--- config.mk ---
export PLATFORM = sky130hd
export DESIGN_NAME = otbn_insn_prefetch_queue
export DESIGN_NICKNAME = d
export VERILOG_FILES = /design/src/rtl/otbn_insn_prefetch_queue.sv
export SDC_FILE = /design/constraint.sdc
export NUM_CORES = 1
export LEC_CHECK = 0
export CORE_MARGIN = 4
export CORE_UTILIZATION = 30
export DETAILED_ROUTE_END_ITERATION = 6
export DONT_BUFFER_PORTS = 1
export SLEW_MARGIN = 20
export SYNTH_ARGS = -nofsm -noshare
export SYNTH_HDL_FRONTEND = slang
export SYNTH_SLANG_ARGS = --single-unit
--- constraint.sdc ---
create_clock -name clk_i -period 6.9 [get_ports clk_i]
set_input_delay 0.69 -clock clk_i [delete_from_list [all_inputs] [get_ports clk_i]]
set_output_delay 0.69 -clock clk_i [all_outputs]
set_load 0.05 [all_outputs]
--- src/rtl/otbn_insn_prefetch_queue.sv ---
// Multi-entry OTBN instruction prefetch queue: streams sequential IMEM reads into a FIFO,
// follows hardware loops and halts after branches. Optional macro: OTBN_PREFETCH_INTG_CHECK_EN.
module otbn_insn_prefetch_queue #(
  parameter int unsigned ImemSizeByte  = 4096,
  parameter int unsigned Depth         = 4,
  parameter int unsigned MaxLoopIter   = 32,
  localparam int unsigned ImemAddrWidth = $clog2(ImemSizeByte)
) (
  input  logic                     clk_i,
  input  logic                     rst_i,

  output logic                     imem_req_o,
  output logic [ImemAddrWidth-1:0] imem_addr_o,
  input  logic [38:0]              imem_rdata_i,
  input  logic                     imem_rvalid_i,

  input  logic                     prefetch_en_i,

  input  logic                     fetch_req_valid_i,
  input  logic [ImemAddrWidth-1:0] fetch_req_addr_i,
  output logic                     fetch_resp_valid_o,
  output logic [ImemAddrWidth-1:0] fetch_resp_addr_o,
  output logic [31:0]              fetch_resp_data_o,
  output logic                     fetch_intg_err_o,
  output logic                     fetch_miss_o,

  input  logic                     clear_i,

  input  logic                     loop_start_i,
  input  logic                     loop_active_i,
  input  logic [ImemAddrWidth:0]   loop_end_addr_i,
  input  logic [ImemAddrWidth-1:0] loop_jump_addr_i,
  input  logic [MaxLoopIter-1:0]   loop_iterations_i
);

  localparam int unsigned PtrW = $clog2(Depth);
  localparam int unsigned CntW = $clog2(Depth + 1);
  localparam logic [CntW:0]   DepthOcc = (CntW + 1)'(Depth);
  localparam logic [CntW-1:0] DepthCnt = CntW'(Depth);

  typedef enum logic {StStream, StHalt} state_e;

  function automatic logic is_branch(logic [6:0] opcode);
    return (opcode == 7'h63) || (opcode == 7'h6f) || (opcode == 7'h67);
  endfunction

  logic [ImemAddrWidth-1:0] q_addr_q [Depth];
  logic [38:0]              q_data_q [Depth];

  logic [PtrW-1:0]          wr_ptr_q, wr_ptr_d, rd_ptr_q, rd_ptr_d;
  logic [CntW-1:0]          count_q, count_d;
  logic                     inflight_q, inflight_d;
  logic [ImemAddrWidth-1:0] inflight_addr_q, inflight_addr_d;
  logic [ImemAddrWidth-1:0] next_addr_q, next_addr_d;
  logic [MaxLoopIter-1:0]   wraps_q, wraps_d;
  state_e                   state_q, state_d;
  logic                     resp_valid_q, resp_valid_d;
  logic [ImemAddrWidth-1:0] resp_addr_q, resp_addr_d;
  logic [38:0]              resp_data_q, resp_data_d;

  logic [ImemAddrWidth-1:0] head_addr;
  logic [38:0]              head_data;
  logic                     hit_raw, pending, hit, miss, flush_now;
  logic                     push, push_branch, pop;
  logic [CntW:0]            occ;
  logic                     issue_seq, issue_miss, req;
  logic [ImemAddrWidth-1:0] issue_addr;
  logic [MaxLoopIter-1:0]   wraps_base;
  logic [MaxLoopIter:0]     wraps_inc;
  logic                     loop_wrap;

  always_comb begin
    head_addr = q_addr_q[rd_ptr_q];
    head_data = q_data_q[rd_ptr_q];

    hit_raw = fetch_req_valid_i & (count_q != '0) & (head_addr == fetch_req_addr_i);
    // A request whose word is already on its way (typically the redirect read issued by the
    // previous miss) must wait for it instead of redirecting again.
    pending = (count_q == '0) & inflight_q & (inflight_addr_q == fetch_req_addr_i);
    hit       = hit_raw & ~clear_i;
    miss      = fetch_req_valid_i & ~hit_raw & ~pending & ~clear_i;
    flush_now = clear_i | miss;

    push        = imem_rvalid_i & inflight_q & ~flush_now;
    push_branch = push & is_branch(imem_rdata_i[6:0]);
    pop         = hit;

    occ        = {1'b0, count_q} + {{CntW{1'b0}}, inflight_q};
    issue_seq  = prefetch_en_i & (state_q == StStream) & ~push_branch & (occ < DepthOcc) &
                 ~flush_now;
    issue_miss = miss & prefetch_en_i;
    req        = ~rst_i & (issue_seq | issue_miss);
    issue_addr = miss ? fetch_req_addr_i : next_addr_q;

    wraps_base = (loop_start_i | clear_i) ? '0 : wraps_q;
    wraps_inc  = {1'b0, wraps_base} + {{MaxLoopIter{1'b0}}, 1'b1};
    loop_wrap  = ({1'b0, issue_addr} == loop_end_addr_i) & loop_active_i &
                 (wraps_inc < {1'b0, loop_iterations_i});

    next_addr_d = next_addr_q;
    wraps_d     = wraps_base;
    if (miss) begin
      next_addr_d = fetch_req_addr_i;
    end
    if (req) begin
      if (loop_wrap) begin
        next_addr_d = loop_jump_addr_i;
        wraps_d     = wraps_inc[MaxLoopIter-1:0];
      end else begin
        next_addr_d = issue_addr + ImemAddrWidth'(4);
      end
    end

    inflight_d      = req;
    inflight_addr_d = issue_addr;

    wr_ptr_d = wr_ptr_q;
    rd_ptr_d = rd_ptr_q;
    count_d  = count_q;
    if (flush_now) begin
      wr_ptr_d = '0;
      rd_ptr_d = '0;
      count_d  = '0;
    end else begin
      if (push) wr_ptr_d = wr_ptr_q + PtrW'(1);
      if (pop)  rd_ptr_d = rd_ptr_q + PtrW'(1);
      if (push && !pop)      count_d = count_q + CntW'(1);
      else if (pop && !push) count_d = count_q - CntW'(1);
    end

    // A branch is always the youngest entry, so popping it is what releases the halt.
    state_d = state_q;
    if (flush_now) begin
      state_d = StStream;
    end else begin
      if (pop && is_branch(head_data[6:0])) state_d = StStream;
      if (push_branch)                      state_d = StHalt;
    end

    resp_valid_d = resp_valid_q;
    resp_addr_d  = resp_addr_q;
    resp_data_d  = resp_data_q;
    if (clear_i) begin
      resp_valid_d = 1'b0;
    end else if (hit) begin
      resp_valid_d = 1'b1;
      resp_addr_d  = head_addr;
      resp_data_d  = head_data;
    end else if (fetch_req_valid_i) begin
      resp_valid_d = 1'b0;
    end
  end

  always_ff @(posedge clk_i) begin
    if (push) begin
      q_addr_q[wr_ptr_q] <= inflight_addr_q;
      q_data_q[wr_ptr_q] <= imem_rdata_i;
    end
  end

  always_ff @(posedge clk_i) begin
    if (rst_i) begin
      wr_ptr_q        <= '0;
      rd_ptr_q        <= '0;
      count_q         <= '0;
      inflight_q      <= 1'b0;
      inflight_addr_q <= '0;
      next_addr_q     <= '0;
      wraps_q         <= '0;
      state_q         <= StStream;
      resp_valid_q    <= 1'b0;
      resp_addr_q     <= '0;
      resp_data_q     <= '0;
    end else begin
      wr_ptr_q        <= wr_ptr_d;
      rd_ptr_q        <= rd_ptr_d;
      count_q         <= count_d;
      inflight_q      <= inflight_d;
      inflight_addr_q <= inflight_addr_d;
      next_addr_q     <= next_addr_d;
      wraps_q         <= wraps_d;
      state_q         <= state_d;
      resp_valid_q    <= resp_valid_d;
      resp_addr_q     <= resp_addr_d;
      resp_data_q     <= resp_data_d;
    end
  end

  assign imem_req_o         = req;
  assign imem_addr_o        = issue_addr;
  assign fetch_miss_o       = miss & ~rst_i;
  assign fetch_resp_valid_o = resp_valid_q;
  assign fetch_resp_addr_o  = resp_addr_q;
  assign fetch_resp_data_o  = resp_data_q[31:0];

`ifdef OTBN_PREFETCH_INTG_CHECK_EN
  logic [1:0]  intg_err;
  logic [31:0] unused_dec_data;
  logic [6:0]  unused_dec_syndrome;

  prim_secded_inv_39_32_dec u_intg_dec (
    .data_i     (resp_data_q),
    .data_o     (unused_dec_data),
    .syndrome_o (unused_dec_syndrome),
    .err_o      (intg_err)
  );

  assign fetch_intg_err_o = (|intg_err) & resp_valid_q;
`else
  logic unused_intg_bits;
  assign unused_intg_bits = ^resp_data_q[38:32];
  assign fetch_intg_err_o = 1'b0;
`endif

  push_never_full_a : assert property (@(posedge clk_i) disable iff (rst_i)
    push |-> (count_q != DepthCnt));

endmodule

# Word-level counts from Yosys, hierarchy flattened
# Memory sizes are Yosys's and may differ from the RTL's. A register that Yosys moved wholly into a read port is not among the register bits.
# Index checks and enable logic that the tools add are counted.
# totals
ff_bits,110
mem_bits_rw,204
input_bits,116
out_inout_bits,60
wordCells,96
memories,2
# classes
addsub,7
magnitude_cmp,2
n_eq_ne,9
mux,18
bitwise_logic,30
n_reduce_logical,17
# mem_list
memory,words,word_bits,rd,rd_clocked_by_memory_dff,wr,line_no,rtl
q_data_q,4,39,1,1,1,48,logic [38:0] q_data_q [Depth];
q_addr_q,4,12,1,1,1,47,logic [ImemAddrWidth-1:0] q_addr_q [Depth];
# op_table
op,count
two-way mux 32 bit,3
"== test 7 bit, second input constant",6
two-way mux 12 bit,3
"adder 32 x 1 -> 33 bit, second input constant",1
< comparator 33 x 32 -> 1 bit,1
== test 12 bit,2
bitwise AND 1 bit,20
== test 12 x 13 -> 1 bit,1
"adder 12 x 3 -> 12 bit, second input constant",1
two-way mux 2 bit,4
inverter 1 bit,7
two-way mux 1 bit,6
two-way mux 3 bit,2
nonzero test 2 bit,3
"adder 2 x 1 -> 2 bit, second input constant",2
adder 3 x 1 -> 4 bit,1
logical OR 1 bit,4
"< comparator 4 x 3 -> 1 bit, second input constant",1
OR reduction 2 bit,2
"adder 3 x 1 -> 3 bit, second input constant",1
logical AND 1 bit,3
zero test 3 bit,1
bitwise OR 1 bit,3
nonzero test 3 bit,1
other kinds (3),4

# Logic depth before layout (Yosys ltp)
# Gate-level depths: netlist of the first run.
# logic_depth
depth_word,18
ltp_mapped,27
ltp_nobuf,22

# Least setup slack after synthesis of the first run
# No wires, ideal clock.
# synth_timing
kind,input-to-reg
from,input port clear_i
to,register wraps_q[15]
setup_ns,0.131
t_arrival_ns,5.192
t_required_ns,6.769
path_slack_ns,1.577
cell_stages,27
path_buffers,5
path_cell_list,clkbuf_1 > nor2_1 > clkbuf_1 > and2_1 > ha_1 > nand4_1 > nor2_1 > and3_1 > nand2_1 > nor2_1 > nand3_1 > xor2_1 > nor2_1 > ha_1 > a21o_1 > a21o_1 > a21oi_1 > o211ai_1 > a31oi_1 > nand2_1 > a221oi_2 > nand4_1 > buf_2 > buf_6 > buf_4 > o311ai_1 > o41ai_1
# synth_between
elab_chain_cells,13
word_cells_on_any_way,23
cone_classes,add/sub (1); order compare (1); eq/ne (1); mux (4); bitwise (16)
# synth_lines
item,line_no,rtl
start: declaration,27,"input logic clear_i,"
"parallel branches: the longest is 12 deep, another holds adder 32 x 1 -> 33 bit",--,
two-way mux 32 bit *,105,if (req) begin
end signal: assignment,181,wraps_q <= wraps_d;
end: declaration,55,"logic [MaxLoopIter-1:0] wraps_q, wraps_d;"
# Mark *: on every way between the ends.
# A chain may end at the register's enable or synchronous reset.

# Final worst setup path of the first run
# layout_timing
from,register wraps_q[0]
to,register wraps_q[17]
# layout_between
elab_chain_cells,6
# layout_lines
item,line_no,rtl
two-way mux 32 bit *,95,wraps_base = (loop_start_i | clear_i) ? '0 : wraps_q;
adder 32 x 1 -> 33 bit *,96,"wraps_inc = {1'b0, wraps_base} + {{MaxLoopIter{1'b0}}, 1'b1};"
< comparator 33 x 32 -> 1 bit,98,"(wraps_inc < {1'b0, loop_iterations_i});"
bitwise AND 1 bit,97,"loop_wrap = ({1'b0, issue_addr} == loop_end_addr_i) & loop_active_i &"
two-way mux 32 bit *,106,if (loop_wrap) begin
two-way mux 32 bit *,105,
# Every way passes the cells marked *; elsewhere a longest branch is shown, timed or not.

==> results.md, run 1 <==
- Status: complete, no violations
- Yosys cell types: 65
- Vias per cell: slightly above 5
- CORE AREA: 44120 um^2
- CTS clk-pin slew, worst paths: ~60 ps
- Synthesized instance count: roughly 1.2k
- Crit-path cells: or3b_2 > inv_1 > ha_1 > nand4_1 > nor2_1 > and3_1 > nand2_1 > nor2_1 > nand3_1 > xor2_1 > nor2_1 > ha_1 > a21o_1 > a21o_1 > a21oi_1 > o211ai_1 > a31oi_1 > nand2_1 > a221oi_2 > and4_1 > buf_4 > nand4b_1 > a21oi_1
- Clock buffer depth: 3
- Min Hold Slack: 178.4 ps
- Routed len/inst: 19.94 um
- Final worst-path cycle share: 82.16%
- Post-Route WL: 35280 um
- CP arrival: 6180 ps
- Num CTS Buffers: 31
- Met2 Use GR: between 20 and 25%
- Placed Instance Area: around 14000 um^2
- Starting density of the core: 30.34%
- Post_cts resized: 0
- Peak VDD IR: 0.0001756 V
- Total of max-cap violations: 0
- Final instance area: 14980 um^2
- Setup TNS: 0 ps
- Avg Inst Size Synth: 11.46 um^2
- Minimum clock period: 5669 ps
- Worst slew margin: between 30% and 40%
- Setup crit end kind: register
- P_leak: 5.091 nW
- Gr busiest metal: met2
- DRT Pass-1 Iters: 5
- Initial antenna violation count: 5
- Area grow syn2layout: 11.88%
- Reg2reg end: wraps_q[17]
- Reg2reg setup slack: between 1000 and 1500 ps
- WHS Path Cells: 1
- Sink Count: 288
- Final setup violation count: 0
- Worst reg2reg startpoint: wraps_q[0]
- Met1 GRT Util: 17.98%
- Synth area leader: edfxtp_1
- GRT overflow: 0
- Num ports: 176
- DRC: 0
- Synth area leaders: edfxtp_1 (39%), dfxtp_1 (17%), mux4_2 (6.2%), nand2_1 (4.4%), ha_1 (3.6%)
- Detailed Route Iter0 Violations: between 600 and 700
- CP Max Fanout: 14
- Worst Skew: 13.04 ps
- Asr flop ratio synth: 0%
- Max stage delay on crit path: 510 ps
- Main synth FF type: edfxtp_1
- Gr usage total: approximately 14%
- Root Driver: clkbuf_16
- CTS tree: built
- Most common library cells after synthesis: edfxtp_1 (176), nand2_1 (156), dfxtp_1 (112)
- Final hold vios: 0
- CP Class: register to register
- Die height: around 220 um
- Crit start category: register
- Final slew viol count: 0
- Yosys top cell area share: 39.47%
- Layout cells sized above 1: 10.63%
- Crit-path most repeated cell: nor2_1
- Hold EP: wraps_q[6]
- Number of synthesized flops with an enable pin: 176
- Die Wd: 219.3 um
- Routability Congestion: 0.8843
- DP Wirelength: 25210 um
- # rows: 77
- P per Cell Area: ~240 nW/um^2
- Antenna viol nets, final: 0
- Synthesis-stage register bit count: roughly 290
- GRT met3 Usage: 6.882%
- Routed via count: slightly below 9k
- Final #Nets: 1306
- Clk_lat worst skew: 580 ps
- Most frequent cell after synthesis: edfxtp_1
- Hold Buf Count CTS: 0
- RSZ-0062 raised after global routing: no
- Synth Cell Area: 13390 um^2
- Pin count of the biggest net entering global routing: 85
- Maximum clock rate: 0.1764 GHz
- Vias in the first global route: 8735
- Worst Hold Launch: rst_i
- Worst slew pin tran: 999.5 ps
- # Post-CTS Setup Buffers: 0
- Seq/Total Area, Yosys: about 56%
- R2R depth: 23
- H-tree depth: 1
- Die ar.: roughly 48000 um^2
- CP max stage cell: and4_1
- Worst Hold Class: input pin to register
- PortBufs: 0
- Syn Nets: 1323
- Critical Path RT: 7410 ps
- First-pass GRT wire length: about 53000 um
- Syn. warnings: 0
layout by cell type (no fill, tap or decap), drive strengths merged, types with 17 or more instances in the layout:
cell type  netlist  final
xor2            32     32
nand3           49     49
nor2            57     57
clkbuf          41     45
xnor2           43     43
a21oi           74     74
ha              38     38
inv             65     68
buf             26     17
mux4            37     37
o21ai           23     23
nand2          157    157
dfxtp          112    112
nand4           24     24
mux2i           30     30
edfxtp         176    176
cell type report:
type	count	area, um^2
fillers	4476	29150
flip-flops and latches	288	7532
multi-input cells	747	5344
clock buffers	45	869.6
well taps	592	740.7
inverters	66	247.7
repair buffers	17	127.6
clock inverters	13	115.1
diodes	1	2.502
through the flow:
stage	std cells	power, mW	utilization [%]	setup WS, ps
floorplan	1168	2.036	-	1577
global placement	1710	2.064	31.71	1036
detailed placement	1710	2.067	31.71	977.6
CTS	1768	3.661	33.94	1293
global route	1768	3.746	33.94	789.4
finish	1769	3.622	33.95	1231
power breakdown:
part	total, mW	internal, mW	switching, mW
Clock	1.59	0.918	0.673
Sequential	1.86	1.84	0.0177
Combinational	0.172	0.0529	0.119
Total	3.62	2.81	0.809
metal layers:
layer | part of all wire, % | wire length [um] | vias to the layer above
li1 | - | - | 4232
met4 | 1.3 | 464 | 8
met5 | 0.16 | 55 | -
met1 | 41 | 14520 | 4318
met3 | 12 | 4182 | 47
met2 | 45 | 16050 | 291
cells by family (layout without fill, tap and decap cells):
logic type                 Yosys count  in the layout  synth area share [%]
xor gates and xnor gates            75             75                 4.962
and+or+nand+nor                    380            380                 13.66
adders and majority gates           39             39                 3.701
buffers and inverters              133            141                 4.056
muxes                               72             72                 8.887
other                                1              2               0.02801
DFF                                288            288                 56.22
AOI/OAI and AO/OA                  180            180                 8.485
worst max path at each step:
stage / startpoint / cells past startpoint / end / slack (ps)
after detailed placement: clear_i / 20 / next_addr_q[4] / 980
after global routing: wraps_q[0] / 23 / wraps_q[6] / 790
final: wraps_q[0] / 23 / wraps_q[17] / 1230
after global placement: clear_i / 20 / next_addr_q[4] / 1040
after CTS: wraps_q[0] / 23 / next_addr_q[4] / 1290
after floorplan: clear_i / 27 / wraps_q[15] / 1580
state kept, by name, indices dropped and copies added (netlist names), named ones only:
signal              flops
inflight_addr_q        12
q_addr_q               48
next_addr_q            12
resp_data_q            32
count_q                 3
inflight_q              1
fetch_resp_addr_o      12
wraps_q                32
q_data_q              128
rd_ptr_q                2
state_q                 1
wr_ptr_q                2
fetch_resp_valid_o      1
critical path, delay by kind of cell (launching register included):
family                     cells  cell delay [ps]
buffers and inverters          2              400
xor gates and xnor gates       1              170
and+or+nand+nor               11             2540
AOI/OAI and AO/OA              7             1490
DFF                            1              410
adders and majority gates      2              570
No activity file was read; power rests on OpenSTA's default activity.
==> inputs of run 2 (changes only) <==
==> constraint.sdc (replaced) <==
create_clock -name clk_i -period 5.3 [get_ports clk_i]
set_input_delay 0.53 -clock clk_i [delete_from_list [all_inputs] [get_ports clk_i]]
set_output_delay 0.53 -clock clk_i [all_outputs]
set_load 0.05 [all_outputs]
==> results.md, run 2 (synthesis gave the netlist of run 1 again) <==
- GRT overflow: 0
- H-tree depth: 1
- Multi-input logic area: 5364 um^2
- Detailed Route Iter0 Violations: 589
- CORE AREA: 44120 um^2
- Peak VDD IR: 0.0002411 V
- CTS tree: built
- Worst slew pin tran: 967.0 ps
- DRC: 0
- Fill count: between 4k and 5k
- Clk_lat worst skew: 580 ps
- Area grow syn2layout: 13.98%
- CTS clk-pin slew, worst paths: 70 ps
- CP Class: register to register
- Die height: 219.3 um
- Antenna viol nets, final: 0
- P per Cell Area: 312.8 nW/um^2
- Final instance area: between 15000 and 20000 um^2
- Reg2reg setup slack: roughly 450 ps
- Worst Skew: 16.61 ps
- Commonest non-fill, non-tap cell in the layout: edfxtp_1
- Worst reg2reg startpoint: wraps_q[0]
- PortBufs: 0
- Post-Route WL: 35960 um
- Root Driver: clkbuf_16
- Total power: 4.773 mW
- Largest registers: q_data_q: 128 flops, q_addr_q: 48 flops
- Layout cells sized above 1: 12.81%
- # rows: 77
- Setup TNS: 0 ps
- Minimum clock period: 4847 ps
- P_leak: between 5 and 6 nW
- Reg2reg end: wraps_q[14]
- Initial antenna violation count: 7
- Worst slew margin: 35.30%
- Routed via count: 8958
- DP Wirelength: about 25000 um
- Setup crit end kind: register
- Maximum clock rate: ~0.21 GHz
- First-pass GRT wire length: 53610 um
- Commonest cells after routing, fill and taps aside: edfxtp_1 (176), nand2_1 (155), dfxtp_1 (109)
- R2R depth: 24
- Final setup violation count: 0
- Gr usage total: between 10% and 20%
- Starting density of the core: 30.34%
- Die ar.: 48070 um^2
- Routability Congestion: 0.8442
- Placed Instance Area: ~14000 um^2
- Max reg flops: 128
- Worst Hold Launch: imem_rdata_i[7]
- Vias in the first global route: 8828
- DRT Pass-1 Iters: 5
- Top reg by flops: q_data_q
- CP Max Fanout: 14
- Hold EP: q_data_q[3][7]
- Die Wd: 219.3 um
- Final #Nets: 1325
- Critical Path RT: approximately 5800 ps
- Worst Hold Class: input pin to register
- Total of max-cap violations: 0
- Sink Count: 288
- RSZ-0062 raised after global routing: no
- Num CTS Buffers: 30
- Final hold vios: 0
- Final slew viol count: 0
- Clock buffer depth: 3
- CP arrival: 5340 ps
- Num ports: about 180
- Crit start category: register
- WHS Path Cells: 0
- Final worst-path cycle share: 91.45%
- Status: complete, no violations
- Routed len/inst: 20.11 um
- Vias per cell: 5.010
- Post-Layout Cell Count: 1788
- Pin count of the biggest net entering global routing: 83
- Placed insts: 1725
- FF/Latch Area: between 7000 and 8000 um^2
-- run 2: final cells by class --
class                           count  share of cell area (%)
Multi-Input combinational cell    747                   35.15
Sequential cell                   288                   49.36
Timing Repair Buffer               37                   2.361
Inverter                           66                   1.623
Clock inverter                     16                   1.189
Tap cell                          592                   4.854
Antenna cell                        2                 0.03279
Clock buffer                       40                   5.428
-- run 2: what timing repair did --
action	CTS	global route
setup endpoints to repair	0	43
buffers inserted	0	2
resized for setup	0	8
hold endpoints to repair	3	0
hold buffers	1	0
-- run 2: power by group --
| part | switching, mW | internal, mW | total [mW] | leakage, nW |
|---|---|---|---|---|
| Clock | 0.877 | 1.25 | 2.12 | 0.493 |
| Combinational | 0.158 | 0.0718 | 0.229 | 2.24 |
| Sequential | 0.0233 | 2.40 | 2.42 | 2.50 |
-- run 2: how the worst max path moves through the flow --
| stage | startpoint | endpoint | slack [ps] | cells past startpoint |
|---|---|---|---|---|
| 2_1_floorplan | clear_i | wraps_q[15] | 140 | 27 |
| 3_3_place_gp | clear_i | wraps_q[14] | 150 | 23 |
| 3_5_place_dp | clear_i | wraps_q[4] | 130 | 23 |
| 4_1_cts | wraps_q[0] | wraps_q[14] | 220 | 23 |
| 5_1_grt | wraps_q[0] | wraps_q[17] | 9 | 23 |
| 6_report | wraps_q[0] | wraps_q[14] | 450 | 24 |
-- run 2: critical path: stages, from the launching register on --
cell,delay (ps)
dfxtp_2,380
or3b_2,480
inv_1,90
ha_1,170
nand4_1,140
nor2_1,130
and3_4,210
nand2_1,80
nor2_2,130
nand3_1,140
xor2_1,170
nor2_1,60
ha_1,300
a21o_1,180
a21o_1,180
a21oi_2,200
o211ai_1,140
a31oi_1,160
nand2_1,130
a221oi_2,300
nand4_1,110
buf_4,180
buf_6,150
or4_1,390
a21oi_1,150
-- run 2: routing by layer --
metal  vias to the layer above  wire length [um]  global-route usage (%)  share of wire (%)
met3                        50              4103                   6.965                 11
met1                      4341             15090                   18.14                 42
met4                        10               602                   2.949                1.7
li1                       4270                 -                       -                  -
met2                       287             16100                   22.59                 45
met5                         -                64                       0               0.18
-- run 2: stage by stage --
stage / hold WS (ps) / utilization (%) / setup slack, ps
2_1_floorplan: 449.6 / - / 136.9
3_3_place_gp: 464.2 / 32.05 / 151.5
3_5_place_dp: 471.7 / 32.05 / 127.5
4_1_cts: 3.037 / 34.36 / 222.1
5_1_grt: 13.08 / 34.58 / 8.507
6_report: 44.26 / 34.59 / 453.3
